==> src/rtl/cmd_sched_pkg.sv <==
// Shared types, widths and the settle-delay arithmetic for the command scheduler.
package cmd_sched_pkg;

    localparam int unsigned CMD_W          = 4;
    localparam int unsigned DLY_W          = 12;
    localparam int unsigned CNT_W          = 16;
    localparam int unsigned DEF_CLK_PER_US = 24;
    localparam int unsigned DEF_MAX_US     = 2730;

    // One queued command: {cmd, delay_us}.
    typedef struct packed {
        logic [CMD_W-1:0] cmd;
        logic [DLY_W-1:0] delay_us;
    } entry_t;

    typedef enum logic [1:0] {
        StIdle  = 2'd0,
        StExec  = 2'd1,
        StDelay = 2'd2
    } state_t;

    // Settle time in osc cycles; the clamp keeps the product inside 16 bits.
    function automatic logic [CNT_W-1:0] settle_cycles(input logic [DLY_W-1:0] dly_us,
                                                       input int unsigned     clk_per_us,
                                                       input int unsigned     max_us);
        int unsigned us;
        us = 32'(dly_us);
        if (us > max_us) begin
            us = max_us;
        end
        return CNT_W'(us * clk_per_us);
    endfunction

endpackage

==> src/rtl/cmd_sched_fifo.sv <==
// Circular command queue with level count, empty flag and a registered ready (not full).
module cmd_sched_fifo #(
    parameter int unsigned Depth = 4,
    parameter int unsigned Width = 16
) (
    input  logic                       i_clk,
    input  logic                       i_rst_n,
    input  logic                       i_push,
    input  logic [Width-1:0]           i_data,
    input  logic                       i_pop,
    input  logic                       i_flush,
    output logic [Width-1:0]           o_data,
    output logic [$clog2(Depth+1)-1:0] o_level,
    output logic                       o_empty,
    output logic                       o_ready
);

    localparam int unsigned PtrW = $clog2(Depth);
    localparam int unsigned LvlW = $clog2(Depth+1);

    logic [Width-1:0] r_mem [Depth];
    logic [PtrW-1:0]  r_wr_ptr, w_wr_ptr_d;
    logic [PtrW-1:0]  r_rd_ptr, w_rd_ptr_d;
    logic [LvlW-1:0]  r_level, w_level_d;
    logic             r_ready;

    // Next pointers and level; flush discards everything, including a same-cycle push/pop.
    always_comb begin
        w_wr_ptr_d = r_wr_ptr;
        w_rd_ptr_d = r_rd_ptr;
        w_level_d  = r_level;
        if (i_flush) begin
            w_wr_ptr_d = '0;
            w_rd_ptr_d = '0;
            w_level_d  = '0;
        end else begin
            // Depth is a power of two, so pointers wrap naturally.
            if (i_push) w_wr_ptr_d = r_wr_ptr + 1'b1;
            if (i_pop)  w_rd_ptr_d = r_rd_ptr + 1'b1;
            unique case ({i_push, i_pop})
                2'b10:   w_level_d = r_level + 1'b1;
                2'b01:   w_level_d = r_level - 1'b1;
                default: w_level_d = r_level;
            endcase
        end
    end

    // Pointer, level and ready registers.
    always_ff @(posedge i_clk) begin
        if (!i_rst_n) begin
            r_wr_ptr <= '0;
            r_rd_ptr <= '0;
            r_level  <= '0;
            r_ready  <= 1'b1;
        end else begin
            r_wr_ptr <= w_wr_ptr_d;
            r_rd_ptr <= w_rd_ptr_d;
            r_level  <= w_level_d;
            r_ready  <= (w_level_d != LvlW'(Depth));
        end
    end

    // Entry storage; contents need no reset since level guards every read.
    always_ff @(posedge i_clk) begin
        if (i_push && !i_flush) begin
            r_mem[r_wr_ptr] <= i_data;
        end
    end

    assign o_data  = r_mem[r_rd_ptr];
    assign o_level = r_level;
    assign o_empty = (r_level == '0);
    assign o_ready = r_ready;

endmodule

==> src/rtl/cmd_scheduler.sv <==
// Issues queued commands one at a time over a valid/ack handshake and owns the settle timer.
module cmd_scheduler
    import cmd_sched_pkg::*;
#(
    parameter int unsigned DEPTH      = 4,
    parameter int unsigned CLK_PER_US = DEF_CLK_PER_US,
    parameter int unsigned MAX_US     = DEF_MAX_US
) (
    input  logic                       __osc,
    input  logic                       __rst_n,
    input  logic                       push_valid,
    input  logic [CMD_W-1:0]           push_cmd,
    input  logic [DLY_W-1:0]           push_delay_us,
    output logic                       push_ready,
    input  logic                       flush,
    output logic                       exec_valid,
    output logic [CMD_W-1:0]           exec_cmd,
    input  logic                       exec_ack,
    output logic                       busy,
    output logic [$clog2(DEPTH+1)-1:0] level,
    output logic                       overflow
);

    state_t           r_state, w_state_d;
    logic             r_exec_valid, w_exec_valid_d;
    logic [CMD_W-1:0] r_exec_cmd, w_exec_cmd_d;
    logic [CNT_W-1:0] r_dly_cyc, w_dly_cyc_d;
    logic [CNT_W-1:0] r_cnt, w_cnt_d;
    logic             r_flushed, w_flushed_d;
    logic             r_overflow, w_overflow_d;

    logic             w_push;
    logic             w_pop;
    logic             w_ack;
    logic             w_empty;
    entry_t           w_head;
    entry_t           w_push_entry;

    assign w_push_entry = '{cmd: push_cmd, delay_us: push_delay_us};
    assign w_push       = push_valid && push_ready && !flush;

    cmd_sched_fifo #(
        .Depth (DEPTH),
        .Width ($bits(entry_t))
    ) u_fifo (
        .i_clk   (__osc),
        .i_rst_n (__rst_n),
        .i_push  (w_push),
        .i_data  (w_push_entry),
        .i_pop   (w_pop),
        .i_flush (flush),
        .o_data  (w_head),
        .o_level (level),
        .o_empty (w_empty),
        .o_ready (push_ready)
    );

    // An ack only counts once the command is actually on offer.
    assign w_ack = exec_ack && r_exec_valid;

    // Next state, pop decision, handshake and settle-timer control.
    always_comb begin
        w_state_d      = r_state;
        w_exec_valid_d = r_exec_valid;
        w_exec_cmd_d   = r_exec_cmd;
        w_dly_cyc_d    = r_dly_cyc;
        w_cnt_d        = r_cnt;
        w_flushed_d    = r_flushed;
        w_pop          = 1'b0;
        w_overflow_d   = flush ? 1'b0 : (r_overflow || (push_valid && !push_ready));
        case (r_state)
            StIdle: begin
                if (!w_empty && !flush) begin
                    w_pop        = 1'b1;
                    w_exec_cmd_d = w_head.cmd;
                    w_dly_cyc_d  = settle_cycles(w_head.delay_us, CLK_PER_US, MAX_US);
                    w_flushed_d  = 1'b0;
                    w_state_d    = StExec;
                end
            end
            StExec: begin
                // The executor cannot be aborted; a flush only cancels the settle delay.
                w_exec_valid_d = 1'b1;
                if (flush) w_flushed_d = 1'b1;
                if (w_ack) begin
                    w_exec_valid_d = 1'b0;
                    if (r_flushed || flush || (r_dly_cyc == '0)) begin
                        w_state_d = StIdle;
                    end else begin
                        w_cnt_d   = r_dly_cyc - 1'b1;
                        w_state_d = StDelay;
                    end
                end
            end
            StDelay: begin
                if (flush || (r_cnt == '0)) begin
                    w_cnt_d   = '0;
                    w_state_d = StIdle;
                end else begin
                    w_cnt_d = r_cnt - 1'b1;
                end
            end
            default: begin
                w_state_d      = StIdle;
                w_exec_valid_d = 1'b0;
            end
        endcase
    end

    // State and datapath registers with synchronous active-low reset.
    always_ff @(posedge __osc) begin
        if (!__rst_n) begin
            r_state      <= StIdle;
            r_exec_valid <= 1'b0;
            r_exec_cmd   <= '0;
            r_dly_cyc    <= '0;
            r_cnt        <= '0;
            r_flushed    <= 1'b0;
            r_overflow   <= 1'b0;
        end else begin
            r_state      <= w_state_d;
            r_exec_valid <= w_exec_valid_d;
            r_exec_cmd   <= w_exec_cmd_d;
            r_dly_cyc    <= w_dly_cyc_d;
            r_cnt        <= w_cnt_d;
            r_flushed    <= w_flushed_d;
            r_overflow   <= w_overflow_d;
        end
    end

    assign exec_valid = r_exec_valid;
    assign exec_cmd   = r_exec_cmd;
    assign overflow   = r_overflow;
    assign busy       = (r_state != StIdle) || !w_empty;

endmodule

==> config.mk <==
export PLATFORM = sky130hd
export DESIGN_NAME = cmd_scheduler
export DESIGN_NICKNAME = d
export VERILOG_FILES = /design/src/rtl/cmd_sched_pkg.sv /design/src/rtl/cmd_sched_fifo.sv /design/src/rtl/cmd_scheduler.sv
export SDC_FILE = /design/constraint.sdc
export NUM_CORES = 1
export LEC_CHECK = 0
export ABC_AREA = 1
export CORE_UTILIZATION = 60
export DETAILED_ROUTE_END_ITERATION = 6
export HOLD_SLACK_MARGIN = 0.08
export PLACE_DENSITY_LB_ADDON = 0.2
export RECOVER_POWER = 100
export SLEW_MARGIN = 10
export SYNTH_ARGS = -nofsm -noshare
export SYNTH_HDL_FRONTEND = slang
export SYNTH_SLANG_ARGS = --single-unit
==> constraint.sdc <==
create_clock -name __osc -period 4.5 [get_ports __osc]
set_input_delay 0.675 -clock __osc [delete_from_list [all_inputs] [get_ports __osc]]
set_output_delay 0.675 -clock __osc [all_outputs]
set_load 0.02 [all_outputs]
==> results of run 1 <==
[report_power, final]
group | leakage, µW | internal, µW | total, µW | switching, µW
Clock | 0.000102 | 278 | 613 | 334
Combinational | 0.00165 | 169 | 444 | 275
Sequential | 0.000971 | 1110 | 1140 | 21.7
[state kept, by name, summed over array words and instances (netlist names), named ones only]
signal,cells
r_state,2
r_dly_cyc,13
r_cnt,16
u_fifo.o_ready,1
u_fifo.r_rd_ptr,2
exec_valid,1
r_flushed,1
u_fifo.o_level,3
u_fifo.r_wr_ptr,2
u_fifo.r_mem,64
exec_cmd,4
overflow,1
[path summary, 6_finish.rpt]
kind / depth (start not counted) / startpoint / end / slack [ns]
max: 23 / register / r_dly_cyc[12]$_SDFFE_PN0P_ / 0.77
min: 2 / u_fifo.r_rd_ptr[1]$_SDFFE_PP0P_ / register / 0.49
min reg2reg: 2 / u_fifo.r_rd_ptr[1]$_SDFFE_PP0P_ / register / 0.49
max reg2reg: 23 / register / r_dly_cyc[12]$_SDFFE_PN0P_ / 0.77
[layout make-up]
cell class / count / area share [%]
inverter: 86 / 5.14
clock inverter: 5 / 0.995
tap: 129 / 2.57
timing repair buffer: 40 / 5.59
clock buffer: 11 / 2.25
sequential: 112 / 45.9
multi-input combinational: 450 / 37.6
[per-stage QoR]
| step | util, % | hold slack (ns) | total power, µW |
|---|---|---|---|
| final | 68.0 | 0.492 | 2190 |
| after global routing | 68.0 | 0.522 | 2320 |
| after CTS | 68.4 | 0.495 | 2220 |
| after detailed placement | 66.2 | 0.460 | 1610 |
| after global placement | 66.2 | 0.448 | 1600 |
| after floorplan | - | 0.433 | 1490 |
[cell usage in the layout (no fill, tap or decap), types with 4 or more instances in the layout]
cell	n
xnor2_1	6
dfxtp_1	48
a21oi_1	45
nor2_1	75
nor3_1	7
dlygate4sd3_1	29
o22ai_1	5
xor2_1	16
nand2_1	128
nand4_1	8
inv_1	83
a22oi_1	4
o21ai_0	49
edfxtp_1	64
clkbuf_1	8
clkbuf_8	10
nand3_1	55
ha_1	18
nand3_2	4
[worst min-delay path, stage by stage (launching register included)]
cell,delay [ns]
dfxtp_1,0.33
inv_1,0.05
a21oi_1,0.07
[cell families (layout without fill, tap and decap cells)]
| group | after synthesis | in the layout | synth area share (%) |
|---|---|---|---|
| AOI/OAI and AO/OA | 120 | 120 | 11.6 |
| xor gates and xnor gates | 22 | 22 | 3.38 |
| adders and majority gates | 20 | 20 | 4.65 |
| buffers and inverters | 107 | 142 | 7.87 |
| DFF | 112 | 112 | 50.5 |
| and+or+nand+nor | 288 | 288 | 21.9 |
[metal layers]
layer  up-vias  share of wire [%]  track usage [%]
li1       2299                  -                -
met4         0               0.97             7.47
met5         -                  0                0
met2       107                 48             42.9
met3        10                4.7             4.50
met1      2127                 46             34.9
==> reports/results.txt, run 1 <==
final setup margin: 0.770 ns
drt wl/cell: 13.9 µm
largest net degree at the start of global routing: 33
Hold Crit Class: register to register
# setup viols final: 0
kind of critical path: register to register
Setup crit end kind: register
nets@finish: 740
layout cells sized above 1: 4.55%
Pre-antenna DRT Iters: 4
pwr dens: 349 nW/µm²
first-pass GRT wire length: 19.9 mm
postcts setup bufs: 0
DP Worst Slack: 0.847 ns
fillers: 753
DRC violations left: 0
Avg Cell Area, Syn: 8.53 µm²
#FFs+latches synth: 112
setup TNS: 0 ns
clk_lat worst skew: 0.37 ns
hold_buf cts: 0
initial antenna violation count: 0
max incr delay on CP: 0.42 ns
grt total ovfl: 0
vias in the first global route: 4291
top cell type's share of synthesized area: 33.7%
Longest Clk Path Bufs: 2
CP cell instances: inv_2 -> nand2_1 -> nand2_1 -> nand2_1 -> nand2_1 -> nand2_1 -> nor2_1 -> nand3_1 -> nand2_4 -> nand2_1 -> ha_1 -> fa_1 -> and3_1 -> a211oi_1 -> nor2_1 -> nand3_1 -> nand2_1 -> nand2_1 -> nor2_1 -> o21bai_1 -> nand3_1 -> nand2_1 -> inv_1
IO Count: 32
final count of hold timing violations: 0
cell total after placement: 817
Post-synth top cells: nand2_1 (126), inv_1 (82), nor2_1 (73), edfxtp_1 (64), nand3_1 (55)
ys async rst share: 0%
Yosys top cell by area: edfxtp_1
period utilization: 82.9%
Syn Inst Count: 669
Root Driver: clkbuf_8
crit-path max FO: 32
ant diodes: 0
clock sink count: 112
Req. time, crit path: 4.77 ns
final WL: 11.6 mm
RSZ-0062 raised after global routing: no
DIE AREA: 9900 µm²
minimum clock period: 3.73 ns
Die Y: 99.5 µm
leakage power total: 0.00273 µW
Rel. slew slack: 19.6%
Register Area: 2880 µm²
cell area after synthesis: 5700 µm²
CTS tree: done
ANT nets after route: 0
status: complete, no violations
initial DRC count: 266
predominant post-synthesis flop cell: edfxtp_1
slowest stage cell on the critical path: fa_1
largest cells by area after synthesis: edfxtp_1 (34%), dfxtp_1 (17%), nand2_1 (8.3%)
MaxCap Viol Count: 0
Worst Max-Slew Pin Slew: 1.21 ns
Core Box Area: 9240 µm²
area post-placement: 6120 µm²
Startpoint Class: register
H-tree level count: 3
fin cells: 833
Port Buffers: 31
multi-input combinational cell area: 2360 µm²
Fmax: 0.268 GHz
VDD IR max: 0.329 mV
Worst path top cell family by delay: simple AND/OR/NAND/NOR gates
Worst-path clk slew: 0.10 ns
crit path DAT: 4.00 ns
worst path buffer plus inverter count: 2
Starting Density: 61.7%
Final GP Congestion: 0.851
post-CTS resize count: 0
Finished Cell Area: 6280 µm²
vias: 4543
number of synthesized flops with an enable pin: 64
clock skew: 0.0175 ns
FP Rows: 35
post-synthesis sequential area ratio: 50.5%
CP dominant cell by count: nand2_1
yosys warns: 0
Syn Nets: 710
HPWL after DPL: 8.31 mm
Total GRT Usage: 25.8%
die width: 99.5 µm
CTS buffer count: 9
most frequent cell after synthesis: nand2_1
area grow syn2layout: 10.2%
distinct cell type count after synthesis: 40
Final Max Tran Viols: 0
Vias/cell: 5.45
Note: power is estimated with default switching activity, not from simulation.
==> run 2, diff against run 1 <==
==> constraint.sdc (replaced) <==
create_clock -name __osc -period 3.7 [get_ports __osc]
set_input_delay 0.555 -clock __osc [delete_from_list [all_inputs] [get_ports __osc]]
set_output_delay 0.555 -clock __osc [all_outputs]
set_load 0.02 [all_outputs]
==> run 2 against run 1 <==
Critical path depth did not move. Setup slack got worse by 0.38 ns. Combinational power grew 25%. Clock skew is 0.0013 ns lower. Sequential power rose by 21%. Via count grew 0.73%. Sequential share of layout area fell by 0.49 points.
==> reports/results.txt, run 2 (synthesized netlist as in run 1, its figures left out) <==
Startpoint Class: register
Req. time, crit path: 3.98 ns
Worst Max-Slew Pin Slew: 1.06 ns
IO Count: 32
max reg flops: 64
H-tree level count: 3
Vias/cell: 5.46
Worst-path clk slew: 0.10 ns
Largest Register: u_fifo.r_mem
Fin Hold WS: 0.486 ns
nets@finish: 745
final count of hold timing violations: 0
Clock Power Share: 26.5%
Die Y: 99.5 µm
CTS buffer count: 9
layout cells sized above 1: 6.49%
commonest non-fill, non-tap cell in the layout: nand2_1
largest net degree at the start of global routing: 33
Root Driver: clkbuf_8
initial DRC count: 247
switching power share of the total: 30.5%
FF-to-FF path depth: 23
vias in the first global route: 4370
ant diodes: 0
final WL: 11.6 mm
die width: 99.5 µm
period utilization: 89.6%
CTS tree: done
crit path DAT: 3.59 ns
Core Box Area: 9240 µm²
Combinational Power Share: 21.0%
area grow syn2layout: 11.4%
setup TNS: 0 ns
biggest regs: u_fifo.r_mem x64, r_cnt x16, r_dly_cyc x13
P_int: 1830 µW
minimum clock period: 3.31 ns
FP Rows: 35
hold_buf cts: 0
Pre-antenna DRT Iters: 5
Rel. slew slack: 29.3%
Final GP Congestion: 0.823
first-pass GRT wire length: 19.5 mm
crit-path max FO: 32
Port Buffers: 31
clock skew: 0.0162 ns
ANT nets after route: 0
Longest Clk Path Bufs: 2
VDD IR max: 0.302 mV
Final Max Tran Viols: 0
initial antenna violation count: 0
status: complete, no violations
Total GRT Usage: 25.1%
MaxCap Viol Count: 0
leakage power total: 0.00276 µW
Reg power frac: 52.5%
r2r endpoint: r_dly_cyc[12]$_SDFFE_PN0P_
# setup viols final: 0
Final Total Pwr: 2640 µW
Starting Density: 61.7%
clock sink count: 112
DIE AREA: 9900 µm²
drt wl/cell: 13.9 µm
Setup crit end kind: register
sw power: 805 µW
pwr dens: 415 nW/µm²
Fmax: 0.302 GHz
DRC violations left: 0
commonest non-fill, non-tap cells in the layout: nand2_1 (125), inv_1 (82), nor2_1 (73)
clk_lat worst skew: 0.38 ns
HPWL after DPL: 8.20 mm
Util after Layout: 68.8%
vias: 4576
Reg2Reg Setup Slack: 0.39 ns
kind of critical path: register to register
grt total ovfl: 0
Hold Crit Class: register to register
Critical Path End: r_dly_cyc[12]$_SDFFE_PN0P_
RSZ-0062 raised after global routing: no
run 2: cell types whose count changed in the layout (fill, tap and decap cells not counted), moves of 2 or more:
cell | before | now
nor2_2 | 1 | 3
nor2_1 | 75 | 73
nand2_2 | 3 | 6
clkinv_4 | 0 | 3
buf_4 | 2 | 6
nand2_1 | 128 | 125
run 2: per-layer routing:
layer	vias to the layer above	GRT usage [%]	wire length, µm
met5	-	0	0
met4	0	9.73	172
met3	17	4.99	524
met2	117	42.6	5640
met1	2142	31.8	5300
li1	2300	-	-
run 2: timing repair:
action,in CTS,in global routing
gates resized for setup,0,13
endpoints found under the setup margin,0,7
setup buffers,0,4
run 2: through the flow:
step / area (µm²) / instances / worst slack (ns)
floorplan: 5700 / 669 / 0.513
global placement: 6120 / 818 / 0.259
detailed placement: 6120 / 818 / 0.0877
CTS: 6310 / 834 / 0.0580
global route: 6350 / 838 / 0.0440
finish: 6350 / 838 / 0.386
run 2: critical path, stage by stage (launching register included):
cell and delay [ns]:
dfxtp_2 0.40, buf_12 0.19, nand2_1 0.07, nand3_1 0.08, nand2_1 0.15, nand2_1 0.12
nor2_2 0.04, nand3_1 0.10, nand3_2 0.10, nand2_4 0.13, nand2_1 0.13, ha_1 0.25
fa_1 0.40, and3_1 0.17, a211oi_2 0.20, nor2_1 0.06, nand3_1 0.09, nand2_2 0.07
nand2_1 0.06, nor2_1 0.05, o21bai_1 0.12, nand3_1 0.08, nand2_1 0.09, inv_1 0.04
run 2: how the worst min path moves through the flow:
stage	start	endpoint	slack (ns)	depth (start not counted)
floorplan	u_fifo.r_rd_ptr[1]$_SDFFE_PP0P_	register	0.43	2
global placement	u_fifo.r_rd_ptr[1]$_SDFFE_PP0P_	register	0.45	2
detailed placement	r_flushed$_SDFFE_PN0P_	r_flushed$_SDFFE_PN0P_	0.47	2
CTS	r_flushed$_SDFFE_PN0P_	r_flushed$_SDFFE_PN0P_	0.48	2
global route	r_flushed$_SDFFE_PN0P_	r_flushed$_SDFFE_PN0P_	0.52	2
finish	r_flushed$_SDFFE_PN0P_	r_flushed$_SDFFE_PN0P_	0.49	2
run 2: layout make-up:
| class | instances | area (µm²) |
|---|---|---|
| Fill cell | 755 | 2890 |
| Sequential cell | 112 | 2880 |
| Multi-Input combinational cell | 450 | 2380 |
| Timing Repair Buffer | 45 | 409 |
| Inverter | 86 | 330 |
| Tap cell | 129 | 161 |
| Clock buffer | 10 | 128 |
| Clock inverter | 6 | 62.6 |
run 2: power by group through the flow:
| stage | combinational [µW] | clock (µW) | sequential (µW) |
|---|---|---|---|
| floorplan | 406 | 0 | 1410 |
| finish | 555 | 699 | 1380 |
| global placement | 533 | 0 | 1410 |
| CTS | 553 | 716 | 1380 |
| detailed placement | 549 | 0 | 1410 |
| global route | 629 | 757 | 1390 |
